===== src/rtl/fetch_stage_pkg.sv =====
// Shared CPU constants for the fetch stage: reset/bubble defaults and FSM encoding.
package fetch_stage_pkg;

  localparam logic [31:0] RESET_PC_DEFAULT = 32'h4000_0000;
  localparam logic [31:0] NOP_INST_DEFAULT = 32'h0000_0013;
  localparam logic [31:0] PC_STEP          = 32'h0000_0004;
  localparam logic [31:0] WORD_MASK        = 32'hFFFF_FFFC;

  typedef enum logic [1:0] {
    FS_BOOT = 2'b00,
    FS_RUN  = 2'b01,
    FS_HOLD = 2'b10
  } fetch_state_e;

  // Force a byte address onto a word boundary; the low bits are simply dropped.
  function automatic logic [31:0] align_word(input logic [31:0] addr);
    return addr & WORD_MASK;
  endfunction

endpackage


===== src/rtl/fetch_skid_reg.sv =====
// Hold register for the fetch stage: captures the visible instruction when the
// stage freezes and replays it for as long as the stage stays frozen.
module fetch_skid_reg
  import fetch_stage_pkg::*;
#(
  parameter logic [31:0] NOP_INST = NOP_INST_DEFAULT
) (
  input  logic        clk,
  input  logic        rst,
  input  logic        capture,
  input  logic        sel_hold,
  input  logic [31:0] live_inst,
  input  logic        live_valid,
  output logic [31:0] inst_out,
  output logic        inst_valid
);

  logic [31:0] hold_inst_q;
  logic [31:0] hold_inst_d;
  logic        hold_valid_q;
  logic        hold_valid_d;

  // Load the live instruction on capture, otherwise keep what is held.
  always_comb begin
    hold_inst_d  = hold_inst_q;
    hold_valid_d = hold_valid_q;
    if (capture) begin
      hold_inst_d  = live_inst;
      hold_valid_d = live_valid;
    end else begin
      hold_inst_d  = hold_inst_q;
      hold_valid_d = hold_valid_q;
    end
  end

  // Hold register storage with synchronous active-low reset to a bubble.
  always_ff @(posedge clk) begin
    if (!rst) begin
      hold_inst_q  <= NOP_INST;
      hold_valid_q <= 1'b0;
    end else begin
      hold_inst_q  <= hold_inst_d;
      hold_valid_q <= hold_valid_d;
    end
  end

  // Present the held word while frozen, the live word otherwise.
  always_comb begin
    inst_out   = live_inst;
    inst_valid = live_valid;
    if (sel_hold) begin
      inst_out   = hold_inst_q;
      inst_valid = hold_valid_q;
    end else begin
      inst_out   = live_inst;
      inst_valid = live_valid;
    end
  end

endmodule


===== src/rtl/fetch_stage.sv =====
// Instruction fetch stage: sequential PC generation from BIOS memory with
// one-cycle read latency, stall hold, and redirect with a single kill bubble.
module fetch_stage
  import fetch_stage_pkg::*;
#(
  parameter logic [31:0] RESET_PC = RESET_PC_DEFAULT,
  parameter logic [31:0] NOP_INST = NOP_INST_DEFAULT
) (
  input  logic        clk,
  input  logic        rst,
  input  logic        stall,
  input  logic        redirect_valid,
  input  logic [31:0] redirect_pc,
  output logic        imem_en,
  output logic [31:0] imem_addr,
  input  logic [31:0] imem_rdata,
  output logic [31:0] inst_out,
  output logic [31:0] pc_out,
  output logic        inst_valid
);

  fetch_state_e state_q;
  fetch_state_e state_d;
  logic [31:0]  pc_f_q;
  logic [31:0]  pc_f_d;
  logic [31:0]  pc_out_q;
  logic [31:0]  pc_out_d;
  logic         kill_q;
  logic         kill_d;
  logic         imem_en_q;
  logic         imem_en_d;
  logic         capture;
  logic         sel_hold;
  logic [31:0]  live_inst;
  logic         live_valid;

  // Next-state logic: redirect beats stall in every state; leaving HOLD
  // re-issues the held-back fetch PC, so that first returning slot is killed.
  always_comb begin
    state_d  = state_q;
    pc_f_d   = pc_f_q;
    pc_out_d = pc_out_q;
    kill_d   = kill_q;
    capture  = 1'b0;
    if (redirect_valid) begin
      state_d = FS_RUN;
      pc_f_d  = align_word(redirect_pc);
      kill_d  = 1'b1;
    end else begin
      case (state_q)
        FS_BOOT: begin
          state_d  = FS_RUN;
          pc_f_d   = pc_f_q + PC_STEP;
          pc_out_d = pc_f_q;
          kill_d   = 1'b0;
        end
        FS_RUN: begin
          if (stall) begin
            state_d = FS_HOLD;
            capture = 1'b1;
          end else begin
            pc_f_d   = pc_f_q + PC_STEP;
            pc_out_d = pc_f_q;
            kill_d   = 1'b0;
          end
        end
        FS_HOLD: begin
          if (stall) begin
            state_d = FS_HOLD;
          end else begin
            state_d = FS_RUN;
            kill_d  = 1'b1;
          end
        end
        default: begin
          state_d = FS_BOOT;
          pc_f_d  = RESET_PC;
          kill_d  = 1'b0;
        end
      endcase
    end
    imem_en_d = (state_d != FS_HOLD);
  end

  // Fetch state registers with synchronous active-low reset.
  always_ff @(posedge clk) begin
    if (!rst) begin
      state_q   <= FS_BOOT;
      pc_f_q    <= RESET_PC;
      pc_out_q  <= 32'h0000_0000;
      kill_q    <= 1'b0;
      imem_en_q <= 1'b1;
    end else begin
      state_q   <= state_d;
      pc_f_q    <= pc_f_d;
      pc_out_q  <= pc_out_d;
      kill_q    <= kill_d;
      imem_en_q <= imem_en_d;
    end
  end

  // Live instruction: memory data passes straight through in RUN unless killed.
  always_comb begin
    live_inst  = NOP_INST;
    live_valid = 1'b0;
    case (state_q)
      FS_RUN: begin
        if (kill_q) begin
          live_inst  = NOP_INST;
          live_valid = 1'b0;
        end else begin
          live_inst  = imem_rdata;
          live_valid = 1'b1;
        end
      end
      default: begin
        live_inst  = NOP_INST;
        live_valid = 1'b0;
      end
    endcase
  end

  assign sel_hold = (state_q == FS_HOLD);

  fetch_skid_reg #(
    .NOP_INST (NOP_INST)
  ) u_skid (
    .clk        (clk),
    .rst        (rst),
    .capture    (capture),
    .sel_hold   (sel_hold),
    .live_inst  (live_inst),
    .live_valid (live_valid),
    .inst_out   (inst_out),
    .inst_valid (inst_valid)
  );

  assign imem_en   = imem_en_q;
  assign imem_addr = pc_f_q;
  assign pc_out    = pc_out_q;

endmodule


===== config.mk =====
export PLATFORM = sky130hd
export DESIGN_NAME = fetch_stage
export DESIGN_NICKNAME = d
export VERILOG_FILES = /design/src/rtl/fetch_stage_pkg.sv /design/src/rtl/fetch_skid_reg.sv /design/src/rtl/fetch_stage.sv
export SDC_FILE = /design/constraint.sdc
export NUM_CORES = 1
export LEC_CHECK = 0
export CAP_MARGIN = 10
export CELL_PAD_IN_SITES_DETAIL_PLACEMENT = 0
export CELL_PAD_IN_SITES_GLOBAL_PLACEMENT = 1
export CORE_MARGIN = 2
export CORE_UTILIZATION = 29
export DETAILED_ROUTE_END_ITERATION = 10
export PLACE_DENSITY = 0.73
export SYNTH_ARGS = -nofsm -noshare
export SYNTH_HDL_FRONTEND = slang
export SYNTH_SLANG_ARGS = --single-unit
export TNS_END_PERCENT = 50

===== constraint.sdc =====
create_clock -name clk -period 2.1 [get_ports clk]
set_clock_uncertainty 0.1 [all_clocks]
set_input_delay 0.42 -clock clk [delete_from_list [all_inputs] [get_ports clk]]
set_output_delay 0.42 -clock clk [all_outputs]
set_load 0.02 [all_outputs]

Word-level counts from Yosys, hierarchy flattened
Index checks and enable logic that the tools add are counted.

storage, ports and cells
  register bits after elaboration = 101
  input port bits = 68
  output and inout port bits = 98
  logic and storage cells = 48

operators by class
  $add $sub $neg = 1
  equality and inequality tests = 7
  mux-type cells = 22
  bitwise gates (word level) = 3
  reduce and logical (&&, ||, !) cells = 7

operators with widths
  cell                                           number
  two-way mux 32 bit                             6
  one-hot mux 32 bit (3 select lines)            1
  one-hot mux 32 bit (2 select lines)            1
  adder 32 x 3 -> 32 bit, second input constant  1
  two-way mux 1 bit                              9
  two-way mux 2 bit                              3
  inequality test 2 bit, second input constant   3
  inequality test 3 bit, second input constant   2
  one-hot mux 2 bit (3 select lines)             1
  AND reduction 2 bit                            3
  inverter 1 bit                                 3
  AND reduction 3 bit                            1
  == test 2 x 1 -> 1 bit, second input constant  1
  == test 2 bit, second input constant           1
  zero test 2 bit                                1
  one-hot mux 1 bit (2 select lines)             1
  nonzero test 2 bit                             1
  OR reduction 2 bit                             1

Logic depth before layout (Yosys ltp)
Gate-level depths: netlist of run 1.

  word-level depth = 4
  gate-level depth with buffers = 8
  depth with buffers taken out = 6

Modules after synthesis
A second synthesis of run 1 with hierarchy kept.

unflattened totals
  cell total of the unflattened synthesis = 601
  area total of the unflattened synthesis = 5207.5 µm²

by module, submodules not included
  module          times used  cells an instance  area an instance (µm²)  seq. area each (µm²)
  fetch_stage     1           458                3394.5                  1361.3
  fetch_skid_reg  1           143                1813.0                  660.6

Least setup slack after synthesis of run 1
OpenSTA, ideal clock, no wires.

  kind = reg-to-reg
  from = register pc_f_q[2] (netlist: imem_addr[2])
  to = register pc_f_q[26] (netlist: imem_addr[26])
  library setup time = 0.137 ns
  arrival = 1.934 ns
  required time = 1.863 ns
  setup slack = -0.071 ns
  cell stages (with the launch flop) = 8
  buffers on the path = 1
  period minus slack after synthesis = 2.171 ns
  cells stage by stage = dfxtp_1 > ha_1 > and4_1 > buf_2 > nand4_1 > or4_1 > nand4_1 > o221ai_1

on the way
  word-level cells in the longest chain between the ends = 4

ends and longest elaborated chain
  item                                   line                                  text
  start, declared                        fetch_stage.sv:24                     logic [31:0] pc_f_q;
  start signal, assigned                 fetch_stage.sv:95                     pc_f_q <= pc_f_d;
  adder 32 x 3 -> 32 bit *               fetch_stage.sv:53, fetch_stage.sv:62
  two-way mux 32 bit                     fetch_stage.sv:58                     if (stall) begin
  one-hot mux 32 bit (3 select lines) *  fetch_stage.sv:50                     case (state_q)
  two-way mux 32 bit *                   fetch_stage.sv:45                     if (redirect_valid) begin

Mark *: on every way between the ends. The rest lies on a longest branch, timed or not. The select of a mux whose other input is x is not followed.
A chain may end at the register's enable or synchronous reset.

Worst setup path in the final report of run 1
  from = register state_q[1]
  to = output inst_out[12]

on the way
  word-level cells in the longest chain between the ends = 3
  elaborated cells between the ends (all ways) = 4
  classes of those cells = eq/ne (2); mux (2)

ends and longest elaborated chain
  item                    line                  text
  start, declared         fetch_stage.sv:22     fetch_state_e state_q;
  start signal, assigned  fetch_stage.sv:94     state_q <= state_d;
  == test 2 x 1 -> 1 bit  fetch_stage.sv:106    case (state_q)
  two-way mux 32 bit      fetch_stage.sv:106
  two-way mux 32 bit *    fetch_skid_reg.sv:51  if (sel_hold) begin
  end, declared           fetch_stage.sv:17     output logic [31:0] inst_out,

Mark *: on every way between the ends. The rest lies on a longest branch, timed or not.

==> flow_summary_export.csv, run 1 <==
group,metric,value,unit
drt,num_vias,5449,
logic_synthesis,synthDistinctLibCells,59,
logic_synthesis,yosysWarnings,0,
status,outcome,"completed",
logic_synthesis,ys_seq_elements,101,
clocking,clk_pin_slew,70,ps
clocking,clock_path_buffers,2,
critical_path,arrival,1530,ps
logic_synthesis,syn_avg_cell_area,7.790,um^2
drt,wl_met3,852,um
critical_path,cp_max_fo,10,
logic_synthesis,yosys_most_used_dff,"dfxtp_1",
floorplan,row_count,47,
pwr,power_density,660.0,mW/mm^2
finish,fin_util,46.48,%
clocking,cts.htree.levels,3,
logic_synthesis,yosysTopAreaCell,"dfxtp_1",
timing,slew_violations,0,
drt,dr.max_layer_used,"met4",
floorplan,start_util,29.48,%
logic_synthesis,syn_inst,623,
floorplan,dieArea,0.01779,mm^2
grt,overflow,0,
logic_synthesis,synth_top_area_share,41.66,%
timing,fin_crit_sh,97.80,%
timing,min_period,2054,ps
pwr,p_leak,2.906,nW
drt,wl_met1,8219,um
timing,fin_tns_setup,0,ps
timing,slew_headroom,65.32,%
clocking,cts_hold_buffers,0,
critical_path,cp.required,1580,ps
finish,drive_gt1_share,20.48,%
drt,postRouteAntennaNets,0,
pwr,sequentialPowerShare,40.4,%
drt,drc,0,
finish,num_antenna_cells,0,
timing,setup_viol,0,
flow_run,maxCapViolCount,0,
floorplan,core-area,0.01647,mm^2
drt,firstDrtPassIters,5,
logic_synthesis,async_reset_ff_share,0,%
logic_synthesis,synth.net_count,692,
pwr,vdd_drop_max,0.0004137,V
logic_synthesis,ys_seq_area_share,41.66,%
drt,viasPerCell,5.141,
floorplan,io_pins,166,
drt,drt_wl_total,17500,um
timing,tightest_slew,515.5,ps
pwr,power_switching,1.342,mW
placement,hpwl,12200,um
pwr,p_sw_share,26.57,%
pwr,p_int,3.709,mW
clocking,clock_latency,350,ps
grt,grt_antenna_before_repair,0,
grt,grtUsageTotal,19.32,%
drt,avgRoutedWirePerCell,16.51,um
clocking,cts_sinks,101,
clocking,cts-buffers-inserted,9,
pwr,comb_power_share,20.9,%
logic_synthesis,synth.area.top_cells,"dfxtp_1, nand2_1, a21oi_1",
clocking,cts_tree,"built",
grt,grt_max_degree,44,
timing,grt_setup_unrepaired,"true",
drt,first_iter_violations,296,
clocking,cts-root-buf,"clkbuf_16",
floorplan,die_w,133.4,um
logic_synthesis,synth_edf_count,0,
placement,port_buffers,163,
timing,finalHoldViolations,0,
min_path,min_path_type,"reg -> reg",
finish,area_delta_synth_final,57.70,%
grt,grt_pass1_vias,5121,
finish,fin_nets,904,
drt,wl_met2,8133,um
critical_path,startpoint_type,"register",
placement,gp_congestion,0.8585,
critical_path,worst-setup-path-type,"reg -> out",
logic_synthesis,syn-cell-area,0.004853,mm^2
timing,fmax,0.4869,GHz
floorplan,dieHeight,133.4,um
pwr,clkPwrFrac,38.6,%
critical_path,critPathCaptureType,"output pin",
grt,grt_pass1_wl,27590,um
-- worst max-delay path, stage by stage, from the launching register on --
cell	delay, ps
dfxtp_2	330
nand2b_4	140
nor2_4	50
bufbuf_16	280
a22o_1	230
buf_4	150
-- cell type report --
type                       count  area [um^2]
multi-input combinational    457         2535
inverter                       6        22.52
tap                          220        275.3
clock buffer                  10        239.0
fill                        1598         8812
clock inverter                 6        110.1
sequential                   101         2028
timing repair buffer         260         2444
-- cell usage after synthesis (3+ instances only) --
cell,n
nand2_1,135
dfxtp_1,101
a21oi_1,77
nand3_1,45
clkbuf_1,43
a22o_1,31
nor2_1,29
o21ai_0,16
nand4_1,13
a22oi_1,12
nor4_1,9
o22ai_1,8
a31oi_1,7
or2_2,6
and2_1,5
and3_1,5
and4_1,5
buf_2,5
inv_1,5
mux2i_1,5
nor3_1,4
o31ai_1,4
a211oi_1,3
clkbuf_8,3
nand2b_1,3
o22a_1,3
-- metrics by stage --
step / hold slack, ps / area, um^2 / std cells / setup WS, ps / total power, mW
2_1_floorplan: 336.0 / 4857 / 623 / -56.52 / 2.548
3_3_place_gp: 341.7 / 7223 / 1036 / -168.0 / 3.092
3_5_place_dp: 345.9 / 7223 / 1036 / -180.8 / 3.105
4_1_cts: 355.3 / 7615 / 1059 / 0.2297 / 5.091
5_1_grt: 371.6 / 7654 / 1060 / -17.50 / 5.255
6_report: 353.4 / 7654 / 1060 / 46.11 / 5.051
-- path summary, 6_finish.rpt --
path                              startpoint            end  slack, ps  cells past startpoint
worst max register to register  imem_addr[3]  imem_addr[31]         90                      5
worst min-delay path              pc_out[24]     pc_out[24]        350                      2
worst min register to register    pc_out[24]     pc_out[24]        350                      2
worst max-delay path              state_q[1]   inst_out[12]         50                      5
-- layer usage --
metal,vias to the layer above,track usage (%)
li1,2653,-
met1,2596,26.93
met5,-,0
met2,183,30.81
met4,0,6.324
met3,17,2.778
-- cells in the final DEF (no fill, tap or decap), types with 12 or more instances in the layout --
master | synthesis | routed
buf_4 | 1 | 95
nand4_1 | 13 | 13
nor2_1 | 29 | 26
a21oi_1 | 77 | 77
a22o_1 | 31 | 31
o21ai_0 | 16 | 16
buf_2 | 5 | 12
clkdlybuf4s50_1 | 0 | 129
buf_6 | 2 | 13
dfxtp_1 | 101 | 96
nand2_1 | 135 | 135
nand3_1 | 45 | 45
a22oi_1 | 12 | 12
-- flip-flops by register name (all words and copies together), names as in the netlist --
register / flops
u_skid.hold_inst_q: 32
state_q: 2
imem_en: 1
pc_out: 32
u_skid.hold_valid_q: 1
imem_addr: 32
kill_q: 1
-- timing repair --
| item | CTS | global route |
|---|---|---|
| endpoints found under the setup margin | 33 | 37 |
| gates resized for setup | 150 | 29 |
| gates cloned | 3 | 0 |
| pin swaps | 1 | 12 |
| buffers inserted | 4 | 2 |
-- power by group through the flow --
stage | sequential [mW] | combinational [mW] | clock (mW)
2_1_floorplan | 2.16 | 0.387 | 0
6_report | 2.04 | 1.06 | 1.95
3_3_place_gp | 2.08 | 1.01 | 0
3_5_place_dp | 2.08 | 1.02 | 0
4_1_cts | 2.04 | 1.04 | 2.01
5_1_grt | 2.05 | 1.13 | 2.07
-- kinds of logic (layout without fill, tap and decap cells) --
kind of cell    after synthesis  count (layout)  share of synthesized area, %
compound gates              178             178                         23.51
xor+xnor                      1               1                        0.1805
fa+ha+maj                     2               2                        0.4640
buf+inv                      65             282                         6.883
flops                       101             101                         41.66
mux                           6               6                         1.263
simple gates                270             270                         26.04
No activity file was read; power rests on OpenSTA's default activity.
==> inputs of run 2 (changes only) <==
--- a/config.mk
+++ b/config.mk
@@ -8,7 +8,6 @@
 export CAP_MARGIN = 10
 export CELL_PAD_IN_SITES_DETAIL_PLACEMENT = 0
 export CELL_PAD_IN_SITES_GLOBAL_PLACEMENT = 1
-export CORE_MARGIN = 2
 export CORE_UTILIZATION = 29
 export DETAILED_ROUTE_END_ITERATION = 10
 export PLACE_DENSITY = 0.73
==> flow_summary_export.csv, run 2 (synthesized netlist as in run 1, its figures left out) <==
group,metric,value,unit
critical_path,worstPathCellList,"nand2b_4, or2_4, o22a_1, clkdlybuf4s15_2",
timing,slew_violations,0,
grt,overflow,0,
clocking,cts_hold_buffers,0,
floorplan,start_util,30.12,%
critical_path,worst-setup-path-type,"reg -> out",
critical_path,cp.required,1580,ps
drt,drt_wl_total,17330,um
timing,finalHoldViolations,0,
timing,fmax,0.4887,GHz
timing,setup_viol,0,
grt,grt_pass1_wl,27470,um
placement,hpwl,12120,um
critical_path,setup.worst_path.start,"state_q[1]",
critical_path,slowest_stage,"dfxtp_2",
grt,grtUsageTotal,19.85,%
floorplan,dieArea,0.01726,mm^2
floorplan,dieHeight,131.4,um
placement,port_buffers,163,
critical_path,timing.critical_path.buf_inv,1,
clocking,clk_pin_slew,70,ps
clocking,cts-buffers-inserted,9,
critical_path,reg2reg_setup_slack,90,ps
timing,min_period,2046,ps
drt,postRouteAntennaNets,0,
floorplan,row_count,46,
placement,gp_congestion,0.8510,
floorplan,io_pins,166,
finish,num_antenna_cells,0,
drt,viasPerCell,5.154,
critical_path,r2r-end,"imem_addr[28]",
drt,avgRoutedWirePerCell,16.63,um
clocking,cts-root-buf,"clkbuf_16",
drt,num_vias,5370,
clocking,clock_path_buffers,2,
grt,grt_antenna_before_repair,0,
drt,first_iter_violations,376,
critical_path,critPathCaptureType,"output pin",
floorplan,core-area,0.01612,mm^2
critical_path,cp_max_fo,5,
timing,fin_crit_sh,97.44,%
status,outcome,"completed",
finish,final_common_cell,"nand2_1",
finish,drive_gt1_share,19.01,%
clocking,cts_tree,"built",
drt,drc,0,
clocking,clock_latency,350,ps
critical_path,endpoint,"inst_out[4]",
finish,fin_nets,890,
drt,wl_met2,8146,um
min_path,min_path_type,"reg -> reg",
clocking,cts_sinks,101,
critical_path,crit_family,"simple AND/OR/NAND/NOR gates",
critical_path,path_depth,4,
pwr,power_density,631.8,mW/mm^2
grt,grt_max_degree,40,
finish,area_delta_synth_final,51.97,%
timing,grt_setup_unrepaired,"false",
drt,wl_met1,7917,um
pwr,p_leak,2.782,nW
timing,fin_tns_setup,0,ps
floorplan,die_w,131.4,um
placement,dp_slack,-140.4,ps
timing,slew_headroom,69.31,%
critical_path,startpoint_type,"register",
flow_run,maxCapViolCount,0,
pwr,vdd_drop_max,0.0003946,V
drt,wl_met3,1044,um
drt,firstDrtPassIters,5,
critical_path,reg2reg_depth,5,
clocking,cts.htree.levels,3,
finish,fill_cells,1592,
timing,fin_ws,53.79,ps
finish,final_cell_mix,"nand2_1, clkdlybuf4s50_1, dfxtp_1",
grt,grt_pass1_vias,5189,
critical_path,arrival,1530,ps
critical_path,slowest_delay,320,ps
drt,dr.max_layer_used,"met4",
critical_path,reg2reg_from,"imem_addr[17]",
timing,tightest_slew,456.2,ps
run 2: how the worst min path moves through the flow:
| stage | depth (start not counted) | slack (ps) | endpoint | from |
|---|---|---|---|---|
| 2_1_floorplan | 2 | 340 | u_skid.hold_inst_q[10] | u_skid.hold_inst_q[10] |
| 3_3_place_gp | 2 | 340 | u_skid.hold_inst_q[14] | u_skid.hold_inst_q[14] |
| 3_5_place_dp | 2 | 350 | pc_out[13] | pc_out[13] |
| 4_1_cts | 2 | 360 | pc_out[13] | pc_out[13] |
| 5_1_grt | 2 | 380 | u_skid.hold_inst_q[23] | u_skid.hold_inst_q[23] |
| 6_report | 2 | 350 | pc_out[13] | pc_out[13] |
run 2: power breakdown:
part	switching [mW]	leakage (nW)	total, mW	internal [mW]
logic	0.519	1.83	0.996	0.477
registers	0.0561	0.825	2.04	1.99
clock network	0.751	0.132	1.62	0.869
total	1.33	2.78	4.66	3.33
run 2: stage by stage:
step | hold WS [ps] | cell area (um^2) | power, mW | utilization [%] | std cells
after floorplan | 336.0 | 4857 | 2.548 | - | 623
after global placement | 342.5 | 7171 | 3.082 | 44.50 | 1024
after CTS | 356.1 | 7388 | 4.723 | 45.85 | 1042
final | 354.1 | 7376 | 4.660 | 45.77 | 1042
after global routing | 376.4 | 7376 | 4.866 | 45.77 | 1042
after detailed placement | 345.7 | 7171 | 3.096 | 44.50 | 1024
run 2: cell type report:
cell class              instances  area [um^2]  area share, %
multi-input cells             457         2534          34.35
repair buffers                246         2238          30.35
flip-flops and latches        101         2031          27.53
well taps                     216        270.3          3.664
clock buffers                  13        260.3          3.528
inverters                       6        22.52         0.3053
clock inverters                 3        20.02         0.2714
run 2: worst min-delay path: cells and delay by family, from the launching register on:
kind            cells  cell delay (ps)
compound gates      1               50
flops               1              310
simple gates        1               50
run 2: repair_timing:
action	4_1_cts	5_1_grt
cloned	1	0
buffers inserted	1	1
pin swaps	2	4
gates resized for setup	139	11
setup endpoints to repair	33	32
run 2: metal layers:
metal / GRT usage (%) / vias up
met3: 4.321 / 17
li1: - / 2620
met5: 0 / -
met1: 25.58 / 2542
met4: 6.266 / 0
met2: 32.86 / 191
